## src/rtl/div_pkg.sv

```systemverilog
`default_nettype none
// ============================================================================
// Module   : div_pkg
// Purpose  : Shared constants and state encoding for the 4-bit divider.
// Revision : 1.0 - initial release
// ============================================================================
package div_pkg;

  // Operand width and number of restoring iterations (one per quotient bit)
  localparam int OP_WIDTH   = 4;
  localparam int ITER_COUNT = 4;
  localparam int CNT_WIDTH  = 2;

  // Controller state encoding
  typedef logic [1:0] state_t;
  localparam state_t ST_IDLE = 2'd0;
  localparam state_t ST_RUN  = 2'd1;
  localparam state_t ST_DONE = 2'd2;

endpackage
`default_nettype wire

```

## src/rtl/subtractor_4bit.sv

```systemverilog
`default_nettype none
// ============================================================================
// Module   : subtractor_4bit
// Purpose  : Ripple-borrow subtractor, D = A - B - BIN, BOUT = borrow out.
// Revision : 1.0 - initial release
// ============================================================================
module subtractor_4bit (
  input  logic [3:0] A,
  input  logic [3:0] B,
  input  logic       BIN,
  output logic [3:0] D,
  output logic       BOUT
);

  logic [4:0] w_borrow;

  assign w_borrow[0] = BIN;

  // One full-subtractor cell per bit, borrow rippling from LSB to MSB
  for (genvar i = 0; i < 4; i++) begin : g_bit
    assign D[i]            = A[i] ^ B[i] ^ w_borrow[i];
    assign w_borrow[i + 1] = (~A[i] & B[i]) | (~(A[i] ^ B[i]) & w_borrow[i]);
  end

  assign BOUT = w_borrow[4];

endmodule
`default_nettype wire

```

## src/rtl/divider_4bit.sv

```systemverilog
`default_nettype none
// ============================================================================
// Module   : divider_4bit
// Purpose  : Sequential 4-bit unsigned restoring divider, one quotient bit per
//            cycle, with a fast path for a zero divisor.
// Revision : 1.0 - initial release
// ============================================================================
module divider_4bit (
  input  logic       clk,
  input  logic       rst,
  input  logic       start,
  input  logic [3:0] dividend,
  input  logic [3:0] divisor,
  output logic       busy,
  output logic       done,
  output logic [3:0] quotient,
  output logic [3:0] remainder,
  output logic       div_by_zero
);

  import div_pkg::*;

  state_t                state_q, state_d;
  logic [OP_WIDTH:0]     p_q, p_d;          // partial remainder, one guard bit
  logic [OP_WIDTH-1:0]   q_q, q_d;          // dividend shifting out / quotient shifting in
  logic [CNT_WIDTH-1:0]  cnt_q, cnt_d;
  logic [OP_WIDTH-1:0]   dvsr_q, dvsr_d;    // captured divisor
  logic [OP_WIDTH-1:0]   quot_q, quot_d;
  logic [OP_WIDTH-1:0]   rem_q, rem_d;
  logic                  dbz_q, dbz_d;

  logic [OP_WIDTH:0]     w_shift_p;
  logic [OP_WIDTH-1:0]   w_diff;
  logic                  w_bout;
  logic                  w_ok;
  logic [OP_WIDTH:0]     w_p_step;
  logic [OP_WIDTH-1:0]   w_q_step;
  logic                  w_last;

  // One restoring step: shift {P,Q} left, trial-subtract the divisor
  assign w_shift_p = {p_q[OP_WIDTH-1:0], q_q[OP_WIDTH-1]};

  subtractor_4bit u_sub (
    .A    (w_shift_p[OP_WIDTH-1:0]),
    .B    (dvsr_q),
    .BIN  (1'b0),
    .D    (w_diff),
    .BOUT (w_bout)
  );

  // Guard bit set means the shifted value already exceeds any 4-bit divisor;
  // in that case the true difference still fits in 4 bits, so D is exact.
  assign w_ok     = w_shift_p[OP_WIDTH] | ~w_bout;
  assign w_p_step = w_ok ? {1'b0, w_diff} : w_shift_p;
  assign w_q_step = {q_q[OP_WIDTH-2:0], w_ok};
  assign w_last   = (cnt_q == CNT_WIDTH'(ITER_COUNT - 1));

  // State and datapath registers with synchronous reset
  always_ff @(posedge clk) begin
    if (rst) begin
      state_q <= ST_IDLE;
      p_q     <= '0;
      q_q     <= '0;
      cnt_q   <= '0;
      dvsr_q  <= '0;
      quot_q  <= '0;
      rem_q   <= '0;
      dbz_q   <= 1'b0;
    end else begin
      state_q <= state_d;
      p_q     <= p_d;
      q_q     <= q_d;
      cnt_q   <= cnt_d;
      dvsr_q  <= dvsr_d;
      quot_q  <= quot_d;
      rem_q   <= rem_d;
      dbz_q   <= dbz_d;
    end
  end

  // Next-state logic: IDLE -> RUN (or straight to DONE on zero divisor) -> DONE -> IDLE
  always_comb begin
    state_d = state_q;
    case (state_q)
      ST_IDLE: begin
        if (start) begin
          state_d = (divisor == '0) ? ST_DONE : ST_RUN;
        end
      end
      ST_RUN: begin
        if (w_last) begin
          state_d = ST_DONE;
        end
      end
      ST_DONE: state_d = ST_IDLE;
      default: state_d = ST_IDLE;
    endcase
  end

  // Datapath next values: capture on accepted start, iterate in RUN, publish results
  always_comb begin
    p_d    = p_q;
    q_d    = q_q;
    cnt_d  = cnt_q;
    dvsr_d = dvsr_q;
    quot_d = quot_q;
    rem_d  = rem_q;
    dbz_d  = dbz_q;
    case (state_q)
      ST_IDLE: begin
        if (start) begin
          dvsr_d = divisor;
          if (divisor == '0) begin
            quot_d = '1;
            rem_d  = dividend;
            dbz_d  = 1'b1;
          end else begin
            p_d   = '0;
            q_d   = dividend;
            cnt_d = '0;
          end
        end
      end
      ST_RUN: begin
        p_d   = w_p_step;
        q_d   = w_q_step;
        cnt_d = cnt_q + CNT_WIDTH'(1);
        if (w_last) begin
          quot_d = w_q_step;
          rem_d  = w_p_step[OP_WIDTH-1:0];
          dbz_d  = 1'b0;
        end
      end
      default: ;
    endcase
  end

  // Outputs: status decoded from state, results straight from their registers
  always_comb begin
    busy        = (state_q != ST_IDLE);
    done        = (state_q == ST_DONE);
    quotient    = quot_q;
    remainder   = rem_q;
    div_by_zero = dbz_q;
  end

endmodule
`default_nettype wire

```

## config.mk

```make
export PLATFORM = sky130hd
export DESIGN_NAME = divider_4bit
export DESIGN_NICKNAME = d
export VERILOG_FILES = /design/src/rtl/div_pkg.sv /design/src/rtl/subtractor_4bit.sv /design/src/rtl/divider_4bit.sv
export SDC_FILE = /design/constraint.sdc
export NUM_CORES = 1
export LEC_CHECK = 0
export ABC_AREA = 1
export BUFFER_PORTS_ARGS = -buffer_cell sky130_fd_sc_hd__buf_2
export CORE_ASPECT_RATIO = 1.2
export CORE_MARGIN = 5
export CORE_UTILIZATION = 45
export CTS_CLUSTER_SIZE = 10
export DETAILED_ROUTE_END_ITERATION = 10
export GPL_TIMING_DRIVEN = 1
export PLACE_DENSITY = 0.71
export SYNTH_ARGS = -nofsm -noshare
export SYNTH_HDL_FRONTEND = slang
export SYNTH_SLANG_ARGS = --single-unit
```

## constraint.sdc

```tcl
create_clock -name clk -period 3.2 [get_ports clk]
set_input_delay 0.16 -clock clk [delete_from_list [all_inputs] [get_ports clk]]
set_output_delay 0.16 -clock clk [all_outputs]
set_load 0.01 [all_outputs]
```

After elaboration in Yosys (flattened, before gate mapping)

Cells that the tools add are included.
Widths: inputs -> output; s select.

Flip-flop bits (word level): 25
Latch bits: 0
Memory bits (writable): 0
Memory bits (read-only): 0
Input port bits: 11
Output and inout port bits: 11
Word-level logic and storage cells: 76
Memories kept: 0

Add/subtract/negate cells: 1
Multipliers: 0
Div/mod/pow operators: 0
Order comparisons: 0
Eq/ne operators: 7
Shift operators: 0
Muxes and demuxes: 26
Bitwise operators: 26
Reductions and logical operators: 8

Operators with widths:

| operator            | number |
|---|---|
| $mux 4              | 11 |
| $pmux 4 s2          | 4 |
| $mux 2              | 5 |
| $ne 2x2->1 const B  | 4 |
| $not 1->1           | 8 |
| $pmux 2 s2          | 2 |
| $and 1x1->1         | 7 |
| $xor 1x1->1         | 7 |
| $eq 2x2->1 const B  | 2 |
| $logic_not 4->1     | 1 |
| $or 1x1->1          | 4 |
| $reduce_and 2->1    | 2 |
| $reduce_and 4->1    | 1 |
| $reduce_bool 2->1   | 2 |
| $mux 1              | 3 |
| $reduce_and 3->1    | 1 |
| $add 2x1->2 const B | 1 |
| $eq 2x1->1 const B  | 1 |
| $logic_not 2->1     | 1 |
| $pmux 1 s2          | 1 |

Longest topological paths before layout

Depth after elaboration: 13
Gate-level depth with buffers: 12
Depth with buffers taken out: 12

By module

From an unflattened synthesis, not the netlist that was laid out.

Cell total of the unflattened synthesis: 182
Area, all modules: 1288.7 um^2

Modules (own cells, without submodules):

| module          | instances | cells each | area each (um^2) | seq. area each (um^2) |
|---|---|---|---|---|
| divider_4bit    | 1         | 168        | 1171.1           | 500.5 |
| subtractor_4bit | 1         | 14         | 117.6            | 0.0 |

Worst setup path after synthesis

Ideal clock, no wire load.

Path kind: register -> register
From: reg q_q[3]
To: reg rem_q[1], in the netlist remainder[1]
Data arrival time: 2.208 ns
Path slack: 0.928 ns
Cell stages (with the launch flop): 13
Path buffers: 0
Cell sequence: dfxtp_1 > inv_1 > ha_1 > fa_1 > fa_1 > fa_1 > inv_1 > nor2_1 > nor2_1 > nand2_1 > nand3_1 > nor2_1 > nor2_1

Word-level cells in the longest chain between the ends: 13
Elaborated cells on any way between the ends: 14
Classes of those cells: 3 x mux; 11 x bitwise

RTL lines:

| what                   | RTL line              | text |
|---|---|---|
| from (decl)            | divider_4bit.sv:25    | `logic [OP_WIDTH-1:0] q_q, q_d;` |
| from (signal assigned) | divider_4bit.sv:72    | `q_q <= q_d;` |
| $not 1->1 (*)          | subtractor_4bit.sv:22 | `assign w_borrow[i + 1] = (~A[i] & B[i]) \| (~(A[i] ^ B[i]) & w_borrow[i]);` |
| $and 1x1->1 (*)        | subtractor_4bit.sv:22 |  |
| $and 1x1->1            | subtractor_4bit.sv:22 |  |
| $or 1x1->1             | subtractor_4bit.sv:22 |  |
| $and 1x1->1            | subtractor_4bit.sv:22 |  |
| $or 1x1->1             | subtractor_4bit.sv:22 |  |
| $and 1x1->1            | subtractor_4bit.sv:22 |  |
| $or 1x1->1             | subtractor_4bit.sv:22 |  |
| $not 1->1              | divider_4bit.sv:53    | `assign w_ok = w_shift_p[OP_WIDTH] \| ~w_bout;` |
| $or 1x1->1             | divider_4bit.sv:53    |  |
| $mux 4 (*)             | divider_4bit.sv:54    | `assign w_p_step = w_ok ? {1'b0, w_diff} : w_shift_p;` |
| $mux 4 (*)             | divider_4bit.sv:128   | `if (w_last) begin` |
| $pmux 4 s2 (*)         | divider_4bit.sv:109   | `case (state_q)` |
| to (signal assigned)   | divider_4bit.sv:76    | `rem_q <= rem_d;` |
| to (decl)              | divider_4bit.sv:29    | `logic [OP_WIDTH-1:0] rem_q, rem_d;` |

Every way passes the cells marked *; elsewhere a longest branch is shown, timed or not. The select of a mux whose other input is x is not followed.
A chain may end at the register's enable or synchronous reset.

Worst setup path after layout

From: reg q_q[3]
To: reg rem_q[3], in the netlist remainder[3]

Word-level cells in the longest chain between the ends: 13
Elaborated cells on any way between the ends: 14
Classes of those cells: 3 x mux; 11 x bitwise

RTL lines:

| what                          | RTL line |
|---|---|
| $not 1->1 (*)                 | subtractor_4bit.sv:22 |
| $and 1x1->1 (*) (2 in series) | subtractor_4bit.sv:22 |
| $or 1x1->1 (*)                | subtractor_4bit.sv:22 |
| $and 1x1->1 (*)               | subtractor_4bit.sv:22 |
| $or 1x1->1 (*)                | subtractor_4bit.sv:22 |
| $and 1x1->1                   | subtractor_4bit.sv:22 |
| $or 1x1->1                    | subtractor_4bit.sv:22 |
| $not 1->1                     | divider_4bit.sv:53 |
| $or 1x1->1                    | divider_4bit.sv:53 |
| $mux 4 (*)                    | divider_4bit.sv:54 |
| $mux 4 (*)                    | divider_4bit.sv:128 |
| $pmux 4 s2 (*)                | divider_4bit.sv:109 |

Marked as above.

==> results.ini <==
[synth]
yosys-top-cells-area=dfxtp_1, nand2_1, nor2_1
async_reset_ff_share_pct=0
synth_top_area_share_pct=41.7
synth_cell_type_count=16
ys.flop_type=dfxtp_1
yosysWarningCount=0
syn-num-nets=194
ys_ff_latch=25
mappedNetlistArea_um2=1200
netlist_instances=178
synth_edf_count=0
syn_area_per_cell_um2=6.74
yosys.area.top_type=dfxtp_1
seq_area_frac_synth_pct=41.7

[sta]
fin_worst_skew_ns=0.00429
hold_slack_ns=0.114
rsz0062_at_grt=no
finalMaxSlewViolations=0
setup_violations=0
hold_viol=0
tns_ns=0
period_share_pct=77.9
worst_slew_pin_slew_ns=0.386
max_freq_ghz=0.401
relSlewSlack_pct=74.2
period_needed_ns=2.49

[critical_path]
r2r-start=q_q[3]
required_ns=3.45
reg2reg_depth=12
r2r_end=remainder[3]
endpoint_kind=flop
worst-r2r-setup-slack_ns=0.71
worst-path-max-fanout=4
worstPathArrival_ns=2.74
critical_path_class=flop to flop
cp_slowest_cell=fa_1
crit_path_cell_trace=inv_1 -> ha_1 -> fa_1 -> fa_1 -> fa_1 -> inv_1 -> nor2_1 -> nor2_1 -> nand2_1 -> nand3_1 -> nor2_1 -> nor2_1
start_kind=flop
cp_common_cell=nor2_1
cpPeakStageDelay_ns=0.39

[layout]
fin_nets=216
nFillCells=276
antenna_cells=0
area_growth_pct=12.5
final_core_util_pct=52.9
drive_gt1_share_pct=15.1

[clocking]
cts_hold_buf=0
htree_levels=1
clock_latency_ns=0.30
cts_sinks=25
cts_setup_buffers=0
cts_resized=0
cts_buffers=3
tritoncts=built
cts-root-buf=clkbuf_4
cts_buffer_depth=2
clkSlewWorstSetupHoldPaths_ns=0.13

[min_path]
worstHoldEndpoint=dvsr_q[0]
hold_depth=3
holdCritPathClass=input pin to flop
min_from=divisor[0]

[drt]
ant_nets=0
drc=0
wl_mm=2.39
wl_per_cell_um=10.3
dr.pass1.iters=7
via_count=1101
vias_per_cell=4.75
drtIter0Drc=21

[global_routing]
gr-total-overflow=0
antenna_found_initial=0
grt_max_degree=17
grt_use_total_pct=14.0
grt_pass1_wl_mm=4.27
grt_pass1_vias=1060

[power_and_ir_drop]
pwr_density_cell_nw_per_um2=490
p_leak_nw=0.722
vdd_drop_max_mv=0.264

[floorplan]
row_count=20
pin_count=22
dieWidth_um=57.1
dieArea_um2=3800
fp.dieH_um=66.6
start_util_pct=47.0
coreArea_um2=2550

[run]
max-cap-violations=0

[placement]
dp_hpwl_mm=1.95
numPortBuffers=21
gp_congestion=0.881

[run_status]
status=complete, no violations

## Yosys cell counts (2+ instances only)
library cell,number
buf_2,3
o21ai_0,12
inv_1,23
nor2_2,2
or2_2,2
ha_1,2
a21oi_1,9
fa_1,3
nand2_1,44
nor2_1,42
dfxtp_1,25
nand3_1,7
## power breakdown
part	total [mW]	leakage [nW]	switching, mW	internal [mW]
combinational	0.165	0.502	0.103	0.0622
clock	0.135	0.0150	0.0865	0.0486
sequential	0.361	0.205	0.0201	0.341
## sequential cells by signal (all words and copies together) (netlist names)
register	cells
q_q	4
cnt_q	2
dvsr_q	4
div_by_zero	1
p_q	4
quotient	4
remainder	4
state_q	2
## routing by layer
layer	vias up	track usage, %	wire [µm]
li1	582	-	-
met2	19	25.6	1220
met4	0	6.09	28
met1	496	15.9	1040
met3	4	2.13	105
met5	-	0	0
## cell families (layout without fill, tap and decap cells)
| logic type | count (synthesis) | after routing | share of synthesized area [%] |
|---|---|---|---|
| buffers and inverters | 28 | 49 | 9.38 |
| AOI/OAI and AO/OA | 21 | 21 | 8.76 |
| and+or+nand+nor | 99 | 99 | 33.1 |
| adders and majority gates | 5 | 5 | 7.09 |
| DFF | 25 | 25 | 41.7 |
## worst max-delay path by stage
stage,from,to,slack [ns],cells past startpoint
6_report,q_q[3],remainder[3],0.71,12
5_1_grt,q_q[3],remainder[2],0.53,12
4_1_cts,q_q[3],remainder[2],0.70,12
3_5_place_dp,q_q[3],remainder[2],0.74,12
3_3_place_gp,q_q[3],remainder[2],0.82,12
2_1_floorplan,q_q[3],remainder[1],0.93,12
## stage by stage
step	instances	instance area, µm²	total power [mW]	setup slack [ns]
floorplan	178	1200	0.489	0.928
global placement	228	1320	0.528	0.816
detailed placement	228	1320	0.535	0.742
CTS	232	1350	0.671	0.702
global route	232	1350	0.713	0.533
finish	232	1350	0.662	0.708
## critical path: cells and delay by family (launching register included)
| kind | cells | cell delay (ns) |
|---|---|---|
| flops | 1 | 0.38 |
| buf+inv | 2 | 0.12 |
| fa+ha+maj | 4 | 1.37 |
| simple gates | 6 | 0.58 |
## layout by cell type, fill, tap and decap left out
cell and count:
inv_1 23, clkbuf_4 3, ha_1 2, nand2_2 1, fa_1 3, o21ai_0 12
nor2_2 2, dfxtp_1 25, nand3b_1 1, or2_2 2, inv_2 1, nand2_1 44
buf_2 21, nand3_1 7, nor2_1 42, a21oi_1 9, clkbuf_1 1
## layout make-up
class | count | area (µm²) | share of cell area [%]
multi-input combinational | 125 | 587 | 43.5
inverter | 24 | 90.1 | 6.67
timing repair buffer | 21 | 105 | 7.79
sequential | 25 | 500 | 37.1
tap | 33 | 41.3 | 3.06
clock buffer | 4 | 26.3 | 1.95
Note: power is estimated with default switching activity, not from simulation.
